File: src/rtl/data_mem_access_unit_pkg.sv
`default_nettype none
// +--------------------------------------------------------------------------+
// | data_mem_access_unit_pkg: funct3 codes, FSM states, store byte-enables  |
// | Revision: 1.0                                                            |
// +--------------------------------------------------------------------------+
package data_mem_access_unit_pkg;

  localparam logic [2:0] c_LB  = 3'b000;
  localparam logic [2:0] c_LH  = 3'b001;
  localparam logic [2:0] c_LW  = 3'b010;
  localparam logic [2:0] c_LBU = 3'b100;
  localparam logic [2:0] c_LHU = 3'b101;

  localparam logic [1:0] c_SB = 2'b00;
  localparam logic [1:0] c_SH = 2'b01;
  localparam logic [1:0] c_SW = 2'b10;

  typedef enum logic [1:0] {
    ST_IDLE   = 2'd0,
    ST_ACCESS = 2'd1,
    ST_DONE   = 2'd2,
    ST_FAULT  = 2'd3
  } state_e;

  function automatic logic [3:0] store_be(input logic [1:0] f3, input logic [1:0] off);
    logic [3:0] be;
    be = 4'b0000;
    case (f3)
      c_SB:    be = 4'b0001 << off;
      c_SH:    be = off[1] ? 4'b1100 : 4'b0011;
      c_SW:    be = 4'b1111;
      default: be = 4'b0000;
    endcase
    return be;
  endfunction

endpackage
`default_nettype wire

File: src/rtl/data_mem_access_unit_if.sv
`default_nettype none
// +--------------------------------------------------------------------------+
// | data_mem_access_unit_if: req/ack word-wide data-memory port              |
// | Revision: 1.0                                                            |
// +--------------------------------------------------------------------------+
interface data_mem_access_unit_if;
  logic        req;
  logic        we;
  logic [29:0] addr;
  logic [3:0]  be;
  logic [31:0] wdata;
  logic [31:0] rdata;
  logic        ack;

  modport master (output req, we, addr, be, wdata, input rdata, ack);
  modport slave  (input req, we, addr, be, wdata, output rdata, ack);
endinterface
`default_nettype wire

File: src/rtl/data_mem_access_unit_load_extender.sv
`default_nettype none
// +--------------------------------------------------------------------------+
// | data_mem_access_unit_load_extender: lane select and sign/zero extension  |
// | Revision: 1.0                                                            |
// +--------------------------------------------------------------------------+
module data_mem_access_unit_load_extender
  import data_mem_access_unit_pkg::*;
(
  input  logic [31:0] word_i,
  input  logic [1:0]  offset_i,
  input  logic [2:0]  funct3_i,
  output logic [31:0] data_o
);

  logic [7:0]  w_byte;
  logic [15:0] w_half;

  always_comb begin
    w_byte = word_i[7:0];
    case (offset_i)
      2'd0:    w_byte = word_i[7:0];
      2'd1:    w_byte = word_i[15:8];
      2'd2:    w_byte = word_i[23:16];
      default: w_byte = word_i[31:24];
    endcase
    w_half = offset_i[1] ? word_i[31:16] : word_i[15:0];

    data_o = 32'd0;
    case (funct3_i)
      c_LB:    data_o = {{24{w_byte[7]}}, w_byte};
      c_LH:    data_o = {{16{w_half[15]}}, w_half};
      c_LW:    data_o = word_i;
      c_LBU:   data_o = {24'd0, w_byte};
      c_LHU:   data_o = {16'd0, w_half};
      default: data_o = 32'd0;
    endcase
  end

endmodule
`default_nettype wire

File: src/rtl/data_mem_access_unit.sv
`default_nettype none
// +--------------------------------------------------------------------------+
// | data_mem_access_unit: MEM-stage load/store sequencer with stall + faults |
// | Revision: 1.0                                                            |
// +--------------------------------------------------------------------------+
module data_mem_access_unit
  import data_mem_access_unit_pkg::*;
#(
  parameter int unsigned TIMEOUT_CYCLES = 255
) (
  input  logic        clk,
  input  logic        rst_n,
  input  logic [3:0]  main_mem_read_i,
  input  logic [2:0]  main_mem_write_i,
  input  logic [31:0] address_i,
  input  logic [31:0] write_data_i,
  output logic [31:0] read_data_o,
  output logic        busywait_o,
  output logic        access_fault_o,
  data_mem_access_unit_if.master mem_if
);

  localparam int unsigned CW    = (TIMEOUT_CYCLES == 0) ? 1 : $clog2(TIMEOUT_CYCLES + 1);
  localparam int unsigned LIMIT = (TIMEOUT_CYCLES == 0) ? 0 : TIMEOUT_CYCLES - 1;
  localparam logic [CW-1:0] c_LIMIT = CW'(LIMIT);

  state_e         state_q, state_d;
  logic [CW-1:0]  cnt_q, cnt_d;
  logic           we_q, we_d;
  logic [31:0]    addr_q, addr_d;
  logic [2:0]     f3_q, f3_d;
  logic [3:0]     be_q, be_d;
  logic [31:0]    wdata_q, wdata_d;
  logic [31:0]    rdata_q, rdata_d;

  logic           w_st_en, w_ld_en, w_bad;
  logic [1:0]     w_off, w_sf3;
  logic [2:0]     w_lf3;
  logic [31:0]    w_ext;

  assign w_st_en = main_mem_write_i[2];
  assign w_ld_en = main_mem_read_i[3];
  assign w_sf3   = main_mem_write_i[1:0];
  assign w_lf3   = main_mem_read_i[2:0];
  assign w_off   = address_i[1:0];

  // Store wins when both enables are set, so only its funct3 is checked then.
  always_comb begin
    w_bad = 1'b0;
    if (w_st_en) begin
      w_bad = (w_sf3 == 2'b11) || ((w_sf3 == c_SH) && w_off[0]) ||
              ((w_sf3 == c_SW) && (w_off != 2'b00));
    end else if (w_ld_en) begin
      w_bad = (w_lf3 == 3'b011) || (w_lf3 == 3'b110) || (w_lf3 == 3'b111) ||
              (((w_lf3 == c_LH) || (w_lf3 == c_LHU)) && w_off[0]) ||
              ((w_lf3 == c_LW) && (w_off != 2'b00));
    end
  end

  data_mem_access_unit_load_extender u_ext (
    .word_i   (rdata_q),
    .offset_i (addr_q[1:0]),
    .funct3_i (f3_q),
    .data_o   (w_ext)
  );

  always_comb begin
    state_d        = state_q;
    cnt_d          = cnt_q;
    we_d           = we_q;
    addr_d         = addr_q;
    f3_d           = f3_q;
    be_d           = be_q;
    wdata_d        = wdata_q;
    rdata_d        = rdata_q;
    busywait_o     = 1'b0;
    access_fault_o = 1'b0;
    read_data_o    = 32'd0;
    mem_if.req     = 1'b0;
    case (state_q)
      ST_IDLE: begin
        if (w_st_en || w_ld_en) begin
          // Outputs read as zero while reset is held, even with a request present.
          busywait_o = rst_n;
          if (w_bad) begin
            state_d = ST_FAULT;
          end else begin
            state_d = ST_ACCESS;
            cnt_d   = '0;
            we_d    = w_st_en;
            addr_d  = address_i;
            if (w_st_en) begin
              f3_d = {1'b0, w_sf3};
              be_d = store_be(w_sf3, w_off);
              case (w_sf3)
                c_SB:    wdata_d = {4{write_data_i[7:0]}};
                c_SH:    wdata_d = {2{write_data_i[15:0]}};
                default: wdata_d = write_data_i;
              endcase
            end else begin
              f3_d    = w_lf3;
              be_d    = 4'b1111;
              wdata_d = 32'd0;
            end
          end
        end
      end
      ST_ACCESS: begin
        mem_if.req = 1'b1;
        busywait_o = 1'b1;
        cnt_d      = cnt_q + 1'b1;
        if (mem_if.ack) begin
          if (!we_q) rdata_d = mem_if.rdata;
          state_d = ST_DONE;
        end else if ((TIMEOUT_CYCLES != 0) && (cnt_q == c_LIMIT)) begin
          state_d = ST_FAULT;
        end
      end
      ST_DONE: begin
        read_data_o = we_q ? 32'd0 : w_ext;
        state_d     = ST_IDLE;
      end
      default: begin
        access_fault_o = 1'b1;
        state_d        = ST_IDLE;
      end
    endcase
  end

  always_ff @(posedge clk or negedge rst_n) begin
    if (!rst_n) begin
      state_q <= ST_IDLE;
      cnt_q   <= '0;
      we_q    <= 1'b0;
      addr_q  <= 32'd0;
      f3_q    <= 3'd0;
      be_q    <= 4'd0;
      wdata_q <= 32'd0;
      rdata_q <= 32'd0;
    end else begin
      state_q <= state_d;
      cnt_q   <= cnt_d;
      we_q    <= we_d;
      addr_q  <= addr_d;
      f3_q    <= f3_d;
      be_q    <= be_d;
      wdata_q <= wdata_d;
      rdata_q <= rdata_d;
    end
  end

  assign mem_if.we    = we_q;
  assign mem_if.addr  = addr_q[31:2];
  assign mem_if.be    = be_q;
  assign mem_if.wdata = wdata_q;

endmodule
`default_nettype wire

File: src/flat_wrapper.sv
// flat-port wrapper written by rule: the top's interface ports become plain ports
module data_mem_access_unit_flat import data_mem_access_unit_pkg::*;
#(
  parameter int unsigned TIMEOUT_CYCLES = 255
)
  (clk, rst_n, main_mem_read_i, main_mem_write_i, address_i, write_data_i, read_data_o, busywait_o, access_fault_o, mem_if_req, mem_if_we, mem_if_addr, mem_if_be, mem_if_wdata, mem_if_rdata, mem_if_ack);
  data_mem_access_unit_if mem_if_i ();
  input  logic clk;
  input  logic rst_n;
  input  logic [3:0] main_mem_read_i;
  input  logic [2:0] main_mem_write_i;
  input  logic [31:0] address_i;
  input  logic [31:0] write_data_i;
  output logic [31:0] read_data_o;
  output logic busywait_o;
  output logic access_fault_o;
  output wire logic [$bits(mem_if_i.req)-1:0] mem_if_req;
  output wire logic [$bits(mem_if_i.we)-1:0] mem_if_we;
  output wire logic [$bits(mem_if_i.addr)-1:0] mem_if_addr;
  output wire logic [$bits(mem_if_i.be)-1:0] mem_if_be;
  output wire logic [$bits(mem_if_i.wdata)-1:0] mem_if_wdata;
  input wire logic [$bits(mem_if_i.rdata)-1:0] mem_if_rdata;
  input wire logic [$bits(mem_if_i.ack)-1:0] mem_if_ack;
  assign mem_if_req = mem_if_i.req;
  assign mem_if_we = mem_if_i.we;
  assign mem_if_addr = mem_if_i.addr;
  assign mem_if_be = mem_if_i.be;
  assign mem_if_wdata = mem_if_i.wdata;
  assign mem_if_i.rdata = mem_if_rdata;
  assign mem_if_i.ack = mem_if_ack;
  data_mem_access_unit #(.TIMEOUT_CYCLES(TIMEOUT_CYCLES)) u_core (.clk(clk), .rst_n(rst_n), .main_mem_read_i(main_mem_read_i), .main_mem_write_i(main_mem_write_i), .address_i(address_i), .write_data_i(write_data_i), .read_data_o(read_data_o), .busywait_o(busywait_o), .access_fault_o(access_fault_o), .mem_if(mem_if_i));
endmodule
File: config.mk
export PLATFORM = sky130hd
export DESIGN_NAME = data_mem_access_unit_flat
export DESIGN_NICKNAME = d
export VERILOG_FILES = /design/src/rtl/data_mem_access_unit_pkg.sv /design/src/rtl/data_mem_access_unit_if.sv /design/src/rtl/data_mem_access_unit_load_extender.sv /design/src/rtl/data_mem_access_unit.sv /design/src/flat_wrapper.sv
export SDC_FILE = /design/constraint.sdc
export NUM_CORES = 1
export LEC_CHECK = 0
export CAP_MARGIN = 20
export CORE_UTILIZATION = 45
export DETAILED_ROUTE_END_ITERATION = 16
export PLACE_DENSITY = 0.8
export SLEW_MARGIN = 20
export SYNTH_ARGS = -nofsm -noshare
export SYNTH_HDL_FRONTEND = slang
export SYNTH_SLANG_ARGS = --single-unit
File: constraint.sdc
create_clock -name clk -period 2.41 [get_ports clk]
set_clock_uncertainty 0.1 [all_clocks]
set_input_delay 0.3615 -clock clk [delete_from_list [all_inputs] [get_ports clk]]
set_output_delay 0.3615 -clock clk [all_outputs]
set_load 0.005 [all_outputs]
# [Yosys cells after proc, flatten, opt, wreduce, memory -nomap -nowiden]
# Index checks and enable logic that the tools add are counted.
[word_totals] register_bits=114 latchBits=0 mem_bits_rw=0 mem_bits_ro=0 in_bits=106 out_inout_bits=102 n_memories=0
[op_classes] n_addsub=1 multipliers=0 div_mod_pow=0 order_cmp=0 eq_ne=21 shifts=1 n_mux=25 bitwise_logic=2 n_reduce_logical=23
[ops] cell="32-bit one-hot mux with 5 select lines" count=1
[ops] cell="32-bit two-way mux" count=3
[ops] cell="32-bit one-hot mux with 2 select lines" count=1
[ops] cell="8-bit one-hot mux with 3 select lines" count=1
[ops] cell="16-bit two-way mux" count=1
[ops] cell="8-bit two-way mux" count=2
[ops] cell="8-bit one-hot mux with 2 select lines" count=1
[ops] cell="3-bit equality test, second input constant" count=5
[ops] cell="4-bit one-hot mux with 3 select lines" count=1
[ops] cell="3-bit by 2-bit equality test with 1-bit output, second input constant" count=3
[ops] cell="3-bit AND reduction" count=3
[ops] cell="8-bit by 1-bit adder with 8-bit output, second input constant" count=1
[ops] cell="2-bit equality test, second input constant" count=4
[ops] cell="8-bit equality test, second input constant" count=1
[ops] cell="1-bit logical OR" count=8
[ops] cell="2-bit two-way mux" count=4
[ops] cell="4-bit two-way mux" count=2
[ops] cell="2-bit by 1-bit equality test with 1-bit output, second input constant" count=3
[ops] cell="3-bit by 1-bit equality test with 1-bit output, second input constant" count=2
[ops] cell="2-bit logical NOT" count=3
[ops] cell="1-bit two-way mux" count=5
[ops] cell="1-bit logical AND" count=4
[ops] cell="2-bit one-hot mux with 2 select lines" count=1
[ops] cell="2-bit nonzero test" count=2
[ops] cell="10 further kinds" count=11

# [Logic depth before layout (Yosys ltp)]
[depth] depth_word=10 mapped_depth=7

# [Modules after synthesis]
# A second synthesis with hierarchy kept.
[hier_totals] hier_cells=571 area_unflattened_um2=6421.2
[by_module_without_submodules] mod="data_mem_access_unit" instances=1 cells_each=438 area_each_um2=5376.4 seq_area_each_um2=2852.7
[by_module_without_submodules] mod="data_mem_access_unit_load_extender" instances=1 cells_each=133 area_each_um2=1044.8 seq_area_each_um2=0.0

# [Worst setup path after synthesis]
# Ideal clock, no wire load.
[synth_timing] path_type="reg-to-output" from="reg u_core.addr_q[0]" to="out read_data_o[21]" arrival_time_ns=1.693 slack_ns=0.255 path_stages_with_launch=5 path_buffers=2 path_cell_list="dfrtp_1 -> buf_1 -> o311ai_1 -> clkbuf_1 -> a21oi_1"
[synth_between] elab_chain_len=5 elab_cells_between_ends=7 classes_between="eq/ne: 2; mux: 4; reduce/logical: 1"
[synth_rtl] element="start, declared" line_no="data_mem_access_unit.sv:30" source="logic [31:0] addr_q, addr_d;"
[synth_rtl] element="start signal, assigned" line_no="data_mem_access_unit.sv:144" source="addr_q <= addr_d;"
[synth_rtl] element="2-bit equality test (tied with other cells)" line_no="data_mem_access_unit_load_extender.sv:20" source="case (offset_i)"
[synth_rtl] element="8-bit one-hot mux with 3 select lines (*)" line_no="data_mem_access_unit_load_extender.sv:20"
[synth_rtl] element="32-bit one-hot mux with 5 select lines (*)" line_no="data_mem_access_unit_load_extender.sv:29" source="case (funct3_i)"
[synth_rtl] element="32-bit two-way mux (*)" line_no="data_mem_access_unit.sv:120" source="read_data_o = we_q ? 32'd0 : w_ext;"
[synth_rtl] element="32-bit two-way mux (*)" line_no="data_mem_access_unit.sv:80" source="case (state_q)"
[synth_rtl] element="end, declared" line_no="flat_wrapper.sv:14" source="output logic [31:0] read_data_o;"
# Mark *: on every way between the ends. The rest lies on a longest branch, timed or not.

# [Worst setup path in the final report]
[layout_timing] from="reg u_core.addr_q[0]" to="out read_data_o[2]"
# The elaborated chain is that of the path after synthesis.

==> run metrics <==
syn_area_per_cell 11.8 sq um; asr flop ratio synth 1.00; die area 13300 sq um; crit path time final 2580 ps; IO Count 208; DR DRC count 0; die width 115 um; antenna violations before repair 0; Total Nets Final 824; Max-Cap Viols 0; commonest cells after routing, fill and taps aside 174 x clkdlybuf4s50_1, 113 x dfrtp_1, 66 x mux2_2, 34 x buf_4, 32 x buf_2; clock root buffer clkbuf_16; worst vdd ir 0.663 mV; largest net degree at the start of global routing 65; mapped cell area 5780 sq um; number of CTS-inserted buffers 17; Cell Pwr Density 1280 nW/um^2; Bufs on Longest Clock Path 2; Routed WL 17.5 mm; R2R Setup Slk around 470 ps; Hold Fails Final Rpt 0; Placement Cell Area 8070 sq um; Slew headroom 0.371; commonest non-fill, non-tap cell in the layout clkdlybuf4s50_1; Core ar. 12600 sq um; failing checks setup timing; post-route insts no fill 901; fin. max-slew vios 0; Pre-antenna DRT Iters 5; CP max FO 5; Worst Tran Pin Value 940 ps; worst skew pair latency 410 ps; clock sinks between 100 and 150; multi-input logic area 2640 sq um; Total GRT Usage 0.257; count of input and output buffers approximately 210; first-pass GRT wire length 25.9 mm; WHS about 380 ps; status finished, violations left; DP HPWL 11.5 mm; CTS tree yes; EDFF count, synth 0; final worst-path setup slack -166 ps; Critical Path End Type output port; fin util 0.708; worst hold path type register to register; #FFs+latches synth roughly 110; clock-pin slew on the worst setup and hold paths 60 ps; Initial Utilization 0.460; wire length per cell 19.5 um; RSZ-0062 raised after global routing yes; layout cells sized above 1 0.322; Finish-stage setup viols 19; period utilization 1.07; Power Total 11.4 mW; post-synth cell types about 50; Setup crit start kind register; routability cong. approximately 0.87; Yosys warnings 0; sequential element share of the synthesized area 0.494; Sequential cell area approximately 2900 sq um; critical path class register to output port; Via density 5.59; filler instances 846; # rows just over 40; DRT iter0 DRCs 406; synthesized instance count 491; fmax ~390 MHz; Die Height around 120 um; Antenna Violating Nets Remaining 0; static leakage 3.76 nW; dpl cells 847; Critical Path RT 1950 ps; fin area between 8000 and 9000 sq um; H-tree lvl count 4; Synth Flop Type dfrtp_1; total nets after synthesis ~600; Arr. time, crit path 2110 ps; grt total ovfl 0; Vias 5036; ANT cells 0; vias in the first global route 5090; area delta synth->final 54.0%
==> sequential cells by signal, indices dropped and copies added (netlist names) <==
signal	flops
u_core.addr_q	32
u_core.mem_if.wdata	32
u_core.rdata_q	32
u_core.cnt_q	8
u_core.mem_if.be	4
u_core.f3_q	3
u_core.state_q	2
u_core.mem_if.we	1
==> worst max-delay path, stage by stage, from the launching register on <==
cell and delay [ps]:
dfrtp_1 370, buf_12 140, buf_4 110, mux4_2 500, a222oi_1 320, nor2_1 110, buf_2 150
==> synth_stat cells, types with 2 or more instances <==
| cell type | number | area, sq um |
|---|---|---|
| a21oi_1 | 30 | 150 |
| a22o_1 | 16 | 140 |
| ha_1 | 2 | 25.0 |
| clkbuf_1 | 22 | 82.6 |
| o21ai_0 | 22 | 110 |
| nor2_1 | 18 | 67.6 |
| mux2_2 | 67 | 754 |
| mux4_2 | 7 | 158 |
| inv_1 | 11 | 41.3 |
| o211ai_1 | 2 | 15.0 |
| nor2b_1 | 3 | 18.8 |
| or3_1 | 2 | 12.5 |
| buf_1 | 2 | 7.51 |
| o22ai_1 | 3 | 18.8 |
| and4_1 | 2 | 17.5 |
| a222oi_1 | 7 | 70.1 |
| nand3_1 | 6 | 30.0 |
| nor3_1 | 3 | 15.0 |
| mux2i_1 | 30 | 300 |
| nor3b_2 | 2 | 25.0 |
| buf_6 | 3 | 33.8 |
| dfrtp_1 | 114 | 2850 |
| buf_4 | 30 | 225 |
| a2bb2oi_1 | 3 | 26.3 |
| a211oi_1 | 2 | 15.0 |
| a22oi_1 | 9 | 67.6 |
| o2bb2ai_1 | 16 | 140 |
| buf_2 | 7 | 35.0 |
| a21o_1 | 2 | 15.0 |
| nand2_1 | 27 | 101 |
==> per-layer routing <==
layer	share of wire	wire length (um)	vias up	global-route usage
met3	0.074	1290	46	0.0717
met5	0	0	-	0
met1	0.39	6770	2507	0.308
met4	0.032	553	0	0.132
li1	-	-	2237	-
met2	0.51	8920	246	0.423
==> what timing repair did <==
| item | 4_1_cts | 5_1_grt |
|---|---|---|
| resized for setup | 129 | 53 |
| cloned | 1 | 1 |
| endpoints found under the setup margin | 32 | 33 |
| hold endpoints to repair | 31 | 0 |
| buffers inserted | 15 | 4 |
| hold buffers | 1 | 0 |
| pin swaps | 16 | 22 |
==> power by group <==
group | total [mW] | internal [mW] | switching, mW
clock network | 2.37 | 1.42 | 0.949
logic | 5.45 | 3.30 | 2.15
registers | 3.61 | 2.87 | 0.741
==> cells by family (layout without fill, tap and decap cells) <==
group                    after synthesis  count (layout)  synth area share
AND/OR/NAND/NOR                       75              75            0.0658
multiplexers                         105             105             0.212
AO/OA/AOI/OAI                        120             120             0.151
flip-flops                           114             114             0.494
adder cells (fa/ha/maj)                2               2           0.00433
buffers and inverters                 75             313            0.0736
==> final timing paths <==
kind,from,to,depth (start not counted)
worst min register to register,u_core.addr_q[11],u_core.addr_q[11],1
worst max-delay path,u_core.addr_q[0],read_data_o[2],6
min in group asynchronous,rst_n,u_core.mem_if.wdata[25],3
worst min-delay path,u_core.addr_q[11],u_core.addr_q[11],1
max in group asynchronous,rst_n,u_core.addr_q[1],3
worst max register to register,u_core.state_q[1],u_core.rdata_q[13],5
==> stage by stage <==
| step | worst slack [ps] | setup TNS [ps] |
|---|---|---|
| floorplan | 255 | 0 |
| global placement | -17.5 | -471 |
| detailed placement | -65.0 | -1840 |
| CTS | -75.2 | -1140 |
| global route | -266 | -2840 |
| finish | -166 | -918 |
==> final cells by class <==
type,count,share of cell area
Sequential cell,114,0.321
Clock buffer,17,0.0478
Multi-Input combinational cell,302,0.297
Tap cell,172,0.0242
Inverter,11,0.00464
Timing Repair Buffer,270,0.290
Clock inverter,15,0.0156
Note: power is estimated with default switching activity, not from simulation.
